<file path="config.mk">
export PLATFORM = sky130hd
export DESIGN_NAME = dpram_fifo_ctrl
export DESIGN_NICKNAME = d
export VERILOG_FILES = /design/src/rtl/dpram_fifo_ctrl.sv
export SDC_FILE = /design/constraint.sdc
export NUM_CORES = 1
export LEC_CHECK = 0
export CORE_MARGIN = 5
export CORE_UTILIZATION = 39
export DETAILED_ROUTE_END_ITERATION = 16
export PLACE_DENSITY = 0.8
export SYNTH_ARGS = -nofsm -noshare
export SYNTH_HDL_FRONTEND = slang
export SYNTH_SLANG_ARGS = --single-unit
export TNS_END_PERCENT = 50
</file>
<file path="constraint.sdc">
create_clock -name clk -period 3.1 [get_ports clk]
set_input_delay 0.93 -clock clk [delete_from_list [all_inputs] [get_ports clk]]
set_output_delay 0.93 -clock clk [all_outputs]
set_load 0.01 [all_outputs]
</file>
<file path="src/rtl/dpram_fifo_ctrl.sv">
`default_nettype none
// +--------------------------------------------------------------------------+
// | dpram_fifo_ctrl: FIFO controller for an 8-entry 2-cycle-latency DPRAM.   |
// | Optional macro DPRAM_FIFO_OUTREG_EN registers pop_data/pop_valid.        |
// | Revision: 1.0                                                            |
// +--------------------------------------------------------------------------+
module dpram_fifo_ctrl #(
  parameter int AW = 3,
  parameter int DW = 8
) (
  input  logic          clk,
  input  logic          rst_n,
  input  logic          i_push,
  input  logic [DW-1:0] i_push_data,
  output logic          o_full,
  input  logic          i_pop,
  output logic          o_empty,
  output logic          o_pop_valid,
  output logic [DW-1:0] o_pop_data,
  output logic [AW:0]   o_count,
  output logic          o_overflow,
  output logic          o_underflow,
  output logic [7:0]    o_ram_addra,
  output logic [DW-1:0] o_ram_dina,
  output logic          o_ram_wea,
  output logic [7:0]    o_ram_addrb,
  output logic          o_ram_web,
  input  logic [DW-1:0] i_ram_doutb
);

  localparam logic [AW:0]   c_DEPTH   = {1'b1, {AW{1'b0}}};
  localparam logic [AW:0]   c_ZERO    = '0;
  localparam logic [AW-1:0] c_PTR_ONE = {{(AW-1){1'b0}}, 1'b1};

  logic [AW-1:0] r_wr_ptr;
  logic [AW-1:0] r_rd_ptr;
  logic [AW:0]   r_count;
  logic [AW:0]   r_occ;
  logic [1:0]    r_vp;
  logic          r_overflow;
  logic          r_underflow;

  logic          w_push_ok;
  logic          w_pop_ok;
  logic [AW:0]   w_push_inc;
  logic [AW:0]   w_retire_dec;
  logic [AW:0]   w_count_nxt;

  assign o_full  = (r_occ == c_DEPTH);
  assign o_empty = (r_count == c_ZERO);

  assign w_push_ok    = i_push && !o_full;
  assign w_pop_ok     = i_pop && !o_empty;
  assign w_push_inc   = {{AW{1'b0}}, w_push_ok};
  assign w_retire_dec = {{AW{1'b0}}, r_vp[0]};

  always_comb begin
    w_count_nxt = r_count;
    case ({w_push_ok, w_pop_ok})
      2'b10:   w_count_nxt = r_count + {{AW{1'b0}}, 1'b1};
      2'b01:   w_count_nxt = r_count - {{AW{1'b0}}, 1'b1};
      default: w_count_nxt = r_count;
    endcase
  end

  // occ keeps a popped slot reserved until its data has left the RAM array.
  always_ff @(posedge clk or negedge rst_n) begin
    if (!rst_n) begin
      r_wr_ptr    <= '0;
      r_rd_ptr    <= '0;
      r_count     <= '0;
      r_occ       <= '0;
      r_vp        <= '0;
      r_overflow  <= 1'b0;
      r_underflow <= 1'b0;
    end else begin
      if (w_push_ok) begin
        r_wr_ptr <= r_wr_ptr + c_PTR_ONE;
      end
      if (w_pop_ok) begin
        r_rd_ptr <= r_rd_ptr + c_PTR_ONE;
      end
      r_count     <= w_count_nxt;
      r_occ       <= r_occ + w_push_inc - w_retire_dec;
      r_vp        <= {r_vp[0], w_pop_ok};
      r_overflow  <= i_push && o_full;
      r_underflow <= i_pop && o_empty;
    end
  end

  assign o_count     = r_count;
  assign o_overflow  = r_overflow;
  assign o_underflow = r_underflow;

  assign o_ram_addra = {{(8-AW){1'b0}}, r_wr_ptr};
  assign o_ram_dina  = i_push_data;
  assign o_ram_wea   = w_push_ok && rst_n;
  assign o_ram_addrb = {{(8-AW){1'b0}}, r_rd_ptr};
  assign o_ram_web   = 1'b0;

`ifdef DPRAM_FIFO_OUTREG_EN
  logic          r_pop_valid;
  logic [DW-1:0] r_pop_data;

  always_ff @(posedge clk or negedge rst_n) begin
    if (!rst_n) begin
      r_pop_valid <= 1'b0;
      r_pop_data  <= '0;
    end else begin
      r_pop_valid <= r_vp[1];
      r_pop_data  <= i_ram_doutb;
    end
  end

  assign o_pop_valid = r_pop_valid;
  assign o_pop_data  = r_pop_data;
`else
  assign o_pop_valid = r_vp[1];
  assign o_pop_data  = i_ram_doutb;
`endif

endmodule
`default_nettype wire

</file>
==> summary.txt, run 1 <==
Power and ir drop
  • Clock share of power: 9.1%
  • Sw Pwr: 462 uW
  • Leak: 0.000578 uW
  • Switching Fraction: 37.7%
  • Power density over the cells: 979 nW/um2
  • Peak supply drop: 0.424 mV
  • Flop pwr share: 37.2%
  • Internal power: 765 uW
  • Logic gate share of total power: 53.6%

Cells and area
  • Fraction of layout instances using a drive strength above 1: 13.9%
  • Non-Filler Instances: 139
  • Most frequent cells in the layout: clkdlybuf4s50_1, dfrtp_1, conb_1
  • Antenna Diode Count: 0
  • Area grow syn2layout: 8.09%
  • Nets@finish: 141
  • # fillers: 270
  • Commonest non-fill, non-tap cell in the layout: clkdlybuf4s50_1

Yosys
  • Leading post-synthesis cells by cell area: dfrtp_1, buf_4, ha_1
  • Register area share after synthesis: 38.8%
  • Syn Std Cell Area: 1160 um2
  • Synth cell types: 33
  • Area share of the largest cell type after synthesis: 38.8%
  • Average size of a mapped cell: 11.4 um2
  • Synth Instances: 102
  • Largest area contributor in the netlist: dfrtp_1
  • Yosys reg bits: 18
  • Warnings, synthesis: 0

STA
  • RSZ-0062 raised after global routing: false
  • Tmin final: 3.01 ns
  • Final Cycle Share: 97.2%
  • Setup violators final: 0
  • Slew Limit Fails: 0
  • Setup_tns: 0 ns
  • Hold Violations, Final: 0
  • Fin Hold WS: 0.405 ns
  • Achievable clock frequency: 332 MHz
  • Worst Skew: 0.00668 ns

Route
  • DRC Markers: 0
  • Avg Vias per Cell: 4.82
  • Total number of vias: 670
  • WL/cell: 14.1 um
  • Drt first pass iters: 2
  • DR iter-0 viols: 28
  • Post-DRT Antenna Nets: 0
  • Final wirelength: 1950 um

Floorplanning
  • Die Wd: 64.5 um
  • Die Ht: 64.5 um
  • Core Box Area: 2810 um2
  • Initial core utilization: 41.3%
  • Num rows: 19
  • Die area: 4160 um2
  • # IOs: 63

Placement
  • RD Place Congestion: 0.703
  • Hpwl dp: 1550 um
  • I/O Buffers: 19
  • Placed insts: 136

Clock network
  • Post-cts resize count: 0
  • CTS H-tree lvls: 1
  • Clock slew at the register clock pins of the worst setup and hold paths: 0.09 ns
  • Insertion delay to the later sink of the worst-skew pair: 0.29 ns
  • CTS tree: yes
  • Worst-case clock buffer depth: 2
  • CTS Sinks: 18
  • Clk root buf: clkbuf_4
  • TritonCTS buffer count: 3
  • Post CTS Setup Buffer Count: 0
  • Hold buffer count at cts: 0

Worst hold path
  • Hold path start: r_vp[0]$_DFF_PN0_
  • Worst Hold Path EP: r_vp[1]$_DFF_PN0_
  • Hold path cells: 0
  • Worst hold path class: register to register

Worst setup path
  • Flop2flop setup slack: 0.54 ns
  • Critical path class: input port to primary output
  • Crit path launch type: input port
  • Critical path fanouts, max: 2
  • R2r startpoint: r_occ[2]$_DFF_PN0_
  • Crit Reg-Reg Endpoint: o_count[3]$_DFFE_PN0P_
  • Critical Path RT: 2.17 ns
  • Critical Path End Type: primary output
  • R2R cell count: 8
  • Worst EP arrival: 2.08 ns

GRT
  • Grt ovf: 0
  • Total track usage: 10.2%
  • Maximum number of pins on one net before global-route repair: 19
  • First-pass GRT wire length: 3290 um
  • Initial antenna violation count: 0
  • Vias in the first global route: 694

Run
  • Max-Cap Viols: 0

Status
  • Status: complete, no violations
==> how the worst max path moves through the flow <==
stage	startpoint	end	slack, ns	cells past startpoint
global route	r_occ[2]$_DFF_PN0_	o_ram_wea	0.009	5
floorplan	r_occ[2]$_DFF_PN0_	o_count[3]$_DFFE_PN0P_	0.70	9
detailed placement	rst_n	o_ram_wea	0.08	3
finish	rst_n	o_ram_wea	0.09	3
global placement	rst_n	o_ram_wea	0.09	3
CTS	rst_n	o_ram_wea	0.08	3
==> area by class of cell <==
cell class              count  area, um2  area share [%]
clock buffers               3       22.5            1.80
inverters                   7       26.3            2.10
multi-input cells          58        503            40.1
flip-flops and latches     18        450            35.9
well taps                  31       38.8            3.09
repair buffers             22        213            17.0
==> cells by family after synthesis <==
logic type | count (synthesis) | synth area share [%]
AOI/OAI and AO/OA | 9 | 8.41
xor gates and xnor gates | 9 | 6.80
adders and majority gates | 11 | 12.5
buffers and inverters | 36 | 21.0
DFF | 18 | 38.8
muxes | 4 | 4.10
other | 1 | 0.323
and+or+nand+nor | 14 | 7.98
==> flip-flops by register name, summed over array words and instances, names as in the netlist <==
name / flops
o_count: 4
r_occ: 4
r_wr_ptr: 3
o_overflow: 1
o_underflow: 1
r_rd_ptr: 3
r_vp: 2
==> metrics by stage <==
| stage | setup WS (ns) | power (uW) | cell area [um2] | utilization, % |
|---|---|---|---|---|
| floorplan | 0.698 | 890 | 1200 | - |
| detailed placement | 0.0839 | 1130 | 1230 | 43.9 |
| global route | 0.00854 | 1350 | 1250 | 44.7 |
| CTS | 0.0839 | 1250 | 1250 | 44.7 |
| finish | 0.0869 | 1230 | 1250 | 44.7 |
| global placement | 0.0909 | 1080 | 1230 | 43.9 |
==> power by group through the flow <==
stage | Combinational (uW) | Sequential, uW | Clock, uW
after floorplan | 425 | 465 | 0
after global placement | 629 | 454 | 0
after detailed placement | 668 | 462 | 0
after CTS | 671 | 460 | 120
after global routing | 735 | 481 | 134
final | 658 | 457 | 112
==> Yosys cell counts <==
master     instances
ha_1              10
o41a_2             1
buf_4             27
a21oi_1            2
o21a_1             1
nand2_1            2
or4_1              1
or4b_1             1
nor2b_1            1
nand3_1            1
buf_6              1
xnor2_1            6
mux2_2             2
o221ai_2           1
a21o_1             1
and3_1             1
mux2_4             1
nand3b_1           1
a2111oi_4          1
or3b_2             1
or3b_4             1
nor4_1             1
dfrtp_1           18
o41ai_1            1
xor2_1             3
conb_1             1
a21o_2             1
and2_1             2
clkbuf_1           1
nor2_1             1
fa_1               1
mux2i_1            1
inv_1              7
==> per-layer routing <==
metal / share of wire, % / global-route usage (%)
met1: 40 / 11.7
met3: 11 / 4.32
met2: 47 / 16.6
met4: 1.7 / 4.22
met5: 0 / 0
==> worst max-delay path: stages <==
cell             delay [ns]
clkdlybuf4s50_1        0.48
and3_1                 0.15
clkdlybuf4s50_1        0.53
Note: power is estimated with default switching activity, not from simulation.
==> inputs of run 2 (changes only) <==
Settings changed: CORE_MARGIN 5 to 1.5.
==> run 2 against run 1 <==
Effect of this change: cell count is the same; global-route usage is 2.5 points higher; wire length down 5.6%; worst setup slack better by 0.0084 ns; via count up 0.15%; clock power is 4% higher; clock skew fell by 0.0054 ns; clock-buffer cell count stayed put; combinational power down 1%; register-to-register slack lost 0.03 ns; critical path depth stayed put; non-clock buffer count is the same; critical path type unchanged; largest power group unchanged; highest routed layer unchanged.
==> summary.txt, run 2 (synthesized netlist as in run 1, its figures left out) <==
Floorplanning
  • Die Wd: 57.5 um
  • Die Ht: 57.5 um
  • # IOs: 63
  • Die area: 3310 um2
  • Core Box Area: 2780 um2
  • Num rows: 19
  • Initial core utilization: 41.7%

Clock network
  • Post-cts resize count: 0
  • Insertion delay to the later sink of the worst-skew pair: 0.29 ns
  • Worst-case clock buffer depth: 2
  • CTS Sinks: 18
  • CTS H-tree lvls: 1
  • Hold buffer count at cts: 0
  • Clk root buf: clkbuf_4
  • TritonCTS buffer count: 3
  • Post CTS Setup Buffer Count: 0
  • Clock slew at the register clock pins of the worst setup and hold paths: 0.10 ns
  • CTS tree: yes

Placement
  • Placed insts: 136
  • RD Place Congestion: 0.806
  • I/O Buffers: 19
  • Hpwl dp: 1450 um

STA
  • Worst Skew: 0.00124 ns
  • Achievable clock frequency: 333 MHz
  • Slew Limit Fails: 0
  • Fin Hold WS: 0.388 ns
  • Final Cycle Share: 96.9%
  • RSZ-0062 raised after global routing: false
  • Tmin final: 3.00 ns
  • Setup violators final: 0
  • Setup_tns: 0 ns
  • Hold Violations, Final: 0

Worst setup path
  • Crit path launch type: input port
  • Critical Path RT: 2.17 ns
  • Flop2flop setup slack: 0.51 ns
  • Slowest-stage cell, CP: clkdlybuf4s50_1
  • Critical Path End Type: primary output
  • Worst EP arrival: 2.07 ns
  • Crit-path max cell delay: 0.53 ns
  • Most used cell, CP: clkdlybuf4s50_1
  • Critical path fanouts, max: 2
  • Crit-path cells: clkdlybuf4s50_1 -> and3_1 -> clkdlybuf4s50_1
  • Critical path class: input port to primary output

Cells and area
  • Area occupied by registers: 450 um2
  • Area grow syn2layout: 8.09%
  • Antenna Diode Count: 0
  • # fillers: 266
  • Most frequent cells in the layout: clkdlybuf4s50_1, dfrtp_1, conb_1
  • Commonest non-fill, non-tap cell in the layout: clkdlybuf4s50_1
  • Fraction of layout instances using a drive strength above 1: 13.9%
  • Nets@finish: 141
  • Multi-input gate area: 503 um2
  • Non-Filler Instances: 139

GRT
  • Grt ovf: 0
  • Maximum number of pins on one net before global-route repair: 19
  • Vias in the first global route: 712
  • First-pass GRT wire length: 3250 um
  • Initial antenna violation count: 0
  • Total track usage: 12.7%

Route
  • Avg Vias per Cell: 4.83
  • Total number of vias: 671
  • Final wirelength: 1850 um
  • DR iter-0 viols: 9
  • WL/cell: 13.3 um
  • DRC Markers: 0
  • Post-DRT Antenna Nets: 0
  • Drt first pass iters: 4

Status
  • Status: complete, no violations

Power and ir drop
  • Peak supply drop: 0.539 mV
  • Power density over the cells: 974 nW/um2
  • Total design power: 1220 uW
  • Leak: 0.000578 uW

Worst hold path
  • Worst hold path class: register to register

Run
  • Max-Cap Viols: 0
-- run 2: cell counts in the layout (fill, tap and decap cells not counted) --
Identical to the previous run, type by type.
-- run 2: metal layers --
metal  part of all wire (%)  global-route usage [%]
met3                    8.2                    1.81
met2                     49                    20.5
met1                     40                    15.7
met4                    2.5                    8.64
met5                      0                       0
-- run 2: area by class of cell --
class                      count  share of cell area, %
multi-input combinational     58                   40.1
tap                           31                   3.09
timing repair buffer          22                   17.0
sequential                    18                   35.9
inverter                       7                   2.10
clock buffer                   3                   1.80
-- run 2: worst max-delay path: cells and delay by family --
family / cells / cell delay [ns]
simple gates: 1 / 0.14
buf+inv: 2 / 1.01
-- run 2: path summary, 6_finish.rpt --
| path | from | endpoint | cells after the start |
|---|---|---|---|
| min in group asynchronous | rst_n | o_overflow$_DFF_PN0_ | 2 |
| worst max register to register | r_occ[2]$_DFF_PN0_ | o_count[3]$_DFFE_PN0P_ | 8 |
| worst min-delay path | r_vp[0]$_DFF_PN0_ | r_vp[1]$_DFF_PN0_ | 0 |
| worst min register to register | r_vp[0]$_DFF_PN0_ | r_vp[1]$_DFF_PN0_ | 0 |
| max in group asynchronous | rst_n | r_rd_ptr[0]$_DFFE_PN0P_ | 2 |
| worst max-delay path | i_push | o_ram_wea | 3 |
-- run 2: stage by stage --
stage                     util, %  setup WS, ns  cell area, um2
after detailed placement     44.3        0.0907            1230
after global placement       44.3        0.0929            1230
after CTS                    45.1        0.0907            1250
after floorplan                 -         0.698            1200
after global routing         45.1       0.00701            1250
final                        45.1        0.0953            1250
-- run 2: where the power goes --
group	internal [uW]	total [uW]	switching, uW
clock	45.2	116	71.1
sequential	347	456	109
combinational	372	649	278
==> inputs of run 3 (changes only) <==
Settings changed: REMOVE_ABC_BUFFERS set to 1.
Clock period 3.1 ns to 3.3 ns, I/O delays scaled along.
==> run 3 against run 2 <==
Effect of this change: cell count down 0.72%; combinational power down 7.6%; core utilization about the same; non-clock buffer count down 2; sequential cell count stayed put; sequential power shrank 5.7%; sequential share of layout area about the same; largest cell class unchanged.
==> summary.txt, run 3 (synthesized netlist as in run 1, its figures left out) <==
Clock network
  • Insertion delay to the later sink of the worst-skew pair: 0.30 ns
  • Worst-case clock buffer depth: 2
  • Post-cts resize count: 0
  • Post CTS Setup Buffer Count: 0
  • Hold buffer count at cts: 0
  • TritonCTS buffer count: 3
  • Clk root buf: clkbuf_4
  • CTS tree: yes
  • CTS H-tree lvls: 1
  • CTS Sinks: 18
  • Clock slew at the register clock pins of the worst setup and hold paths: 0.11 ns

GRT
  • Grt ovf: 0
  • Maximum number of pins on one net before global-route repair: 19
  • First-pass GRT wire length: 3300 um
  • Vias in the first global route: 715
  • Initial antenna violation count: 0
  • Total track usage: 13.1%

Route
  • Drt first pass iters: 3
  • Post-DRT Antenna Nets: 0
  • Final wirelength: 2040 um
  • WL/cell: 14.8 um
  • Total number of vias: 705
  • Avg Vias per Cell: 5.11
  • DR iter-0 viols: 14
  • DRC Markers: 0

Floorplanning
  • Die area: 3310 um2
  • Num rows: 19
  • Die Wd: 57.5 um
  • Die Ht: 57.5 um
  • Initial core utilization: 41.7%
  • Core Box Area: 2780 um2
  • # IOs: 63

Worst setup path
  • Flop2flop setup slack: 0.68 ns
  • Slowest-stage cell, CP: clkdlybuf4s50_1
  • Most used cell, CP: clkdlybuf4s50_1
  • Crit-path cells: clkdlybuf4s50_1 -> and3_1 -> clkdlybuf4s50_1
  • WP buf/inv: 2
  • R2r startpoint: r_occ[2]$_DFF_PN0_
  • CP endpoint: o_ram_wea
  • Critical path origin: i_push
  • Critical path class: input port to primary output
  • Stages on the worst setup path: 3
  • R2R cell count: 8
  • CP delay by family, top: buffers and inverters
  • Crit path launch type: input port
  • Worst EP arrival: 2.17 ns
  • Crit-path max cell delay: 0.52 ns
  • Critical Path End Type: primary output
  • Critical path fanouts, max: 4
  • Critical Path RT: 2.31 ns
  • Crit Reg-Reg Endpoint: o_count[3]$_DFFE_PN0P_

Cells and area
  • Area grow syn2layout: 7.98%
  • Most frequent cells in the layout: clkdlybuf4s50_1, dfrtp_1, conb_1
  • Commonest non-fill, non-tap cell in the layout: clkdlybuf4s50_1
  • Fraction of layout instances using a drive strength above 1: 13.1%
  • Nets@finish: 139
  • Antenna Diode Count: 0
  • Util after Layout: 45.0%

STA
  • Slew Limit Fails: 0
  • Hold Violations, Final: 0
  • Final Cycle Share: 95.6%
  • Setup_tns: 0 ns
  • RSZ-0062 raised after global routing: false
  • Tmin final: 3.16 ns
  • Achievable clock frequency: 317 MHz
  • Setup violators final: 0
  • Worst Skew: 0.00210 ns

Worst hold path
  • Worst hold path class: register to register

Power and ir drop
  • Peak supply drop: 0.470 mV
  • Leak: 0.000576 uW
  • Power density over the cells: 933 nW/um2

Placement
  • RD Place Congestion: 0.730
  • Hpwl dp: 1530 um
  • I/O Buffers: 19

Status
  • Status: complete, no violations

Run
  • Max-Cap Viols: 0
[run 3: metrics by stage]
stage               setup slack [ns]  hold WS, ns  cell area (um2)  instances  power [uW]
global placement               0.145        0.365             1220        134        1000
finish                         0.144        0.400             1250        138        1170
detailed placement             0.141        0.367             1220        134        1040
global route                   0.107        0.411             1250        138        1270
floorplan                      0.915        0.360              980         83         793
CTS                            0.137        0.395             1250        138        1190
[run 3: per-layer routing]
layer | routed length, um | up-vias | GRT usage, %
met1 | 875 | 346 | 16.8
met4 | 0 | 0 | 1.99
met5 | 0 | - | 4.76
met3 | 263 | 0 | 9.75
met2 | 901 | 46 | 17.7
li1 | - | 313 | -
[run 3: worst min-delay path by stage]
stage,slack [ns],end,startpoint,cells after the start
after floorplan,0.36,r_vp[1]$_DFF_PN0_,r_vp[0]$_DFF_PN0_,0
after global placement,0.37,r_vp[1]$_DFF_PN0_,r_vp[0]$_DFF_PN0_,0
after detailed placement,0.37,r_vp[1]$_DFF_PN0_,r_vp[0]$_DFF_PN0_,0
after CTS,0.40,r_vp[1]$_DFF_PN0_,r_vp[0]$_DFF_PN0_,0
after global routing,0.41,r_vp[1]$_DFF_PN0_,r_vp[0]$_DFF_PN0_,0
final,0.40,r_vp[1]$_DFF_PN0_,r_vp[0]$_DFF_PN0_,0
[run 3: final cells by class]
cell class	instances	area (um2)
sequential	18	450
multi-input combinational	58	503
timing repair buffer	20	198
inverter	7	26.3
fill	278	1530
tap	31	38.8
clock buffer	4	36.3
[run 3: report_power, final]
part	switching, uW	leakage (uW)	internal [uW]	total, uW
Combinational	255	0.000339	344	600
Sequential	105	0.000216	326	430
Clock	70.8	0.0000210	67.3	138
Total	431	0.000576	737	1170
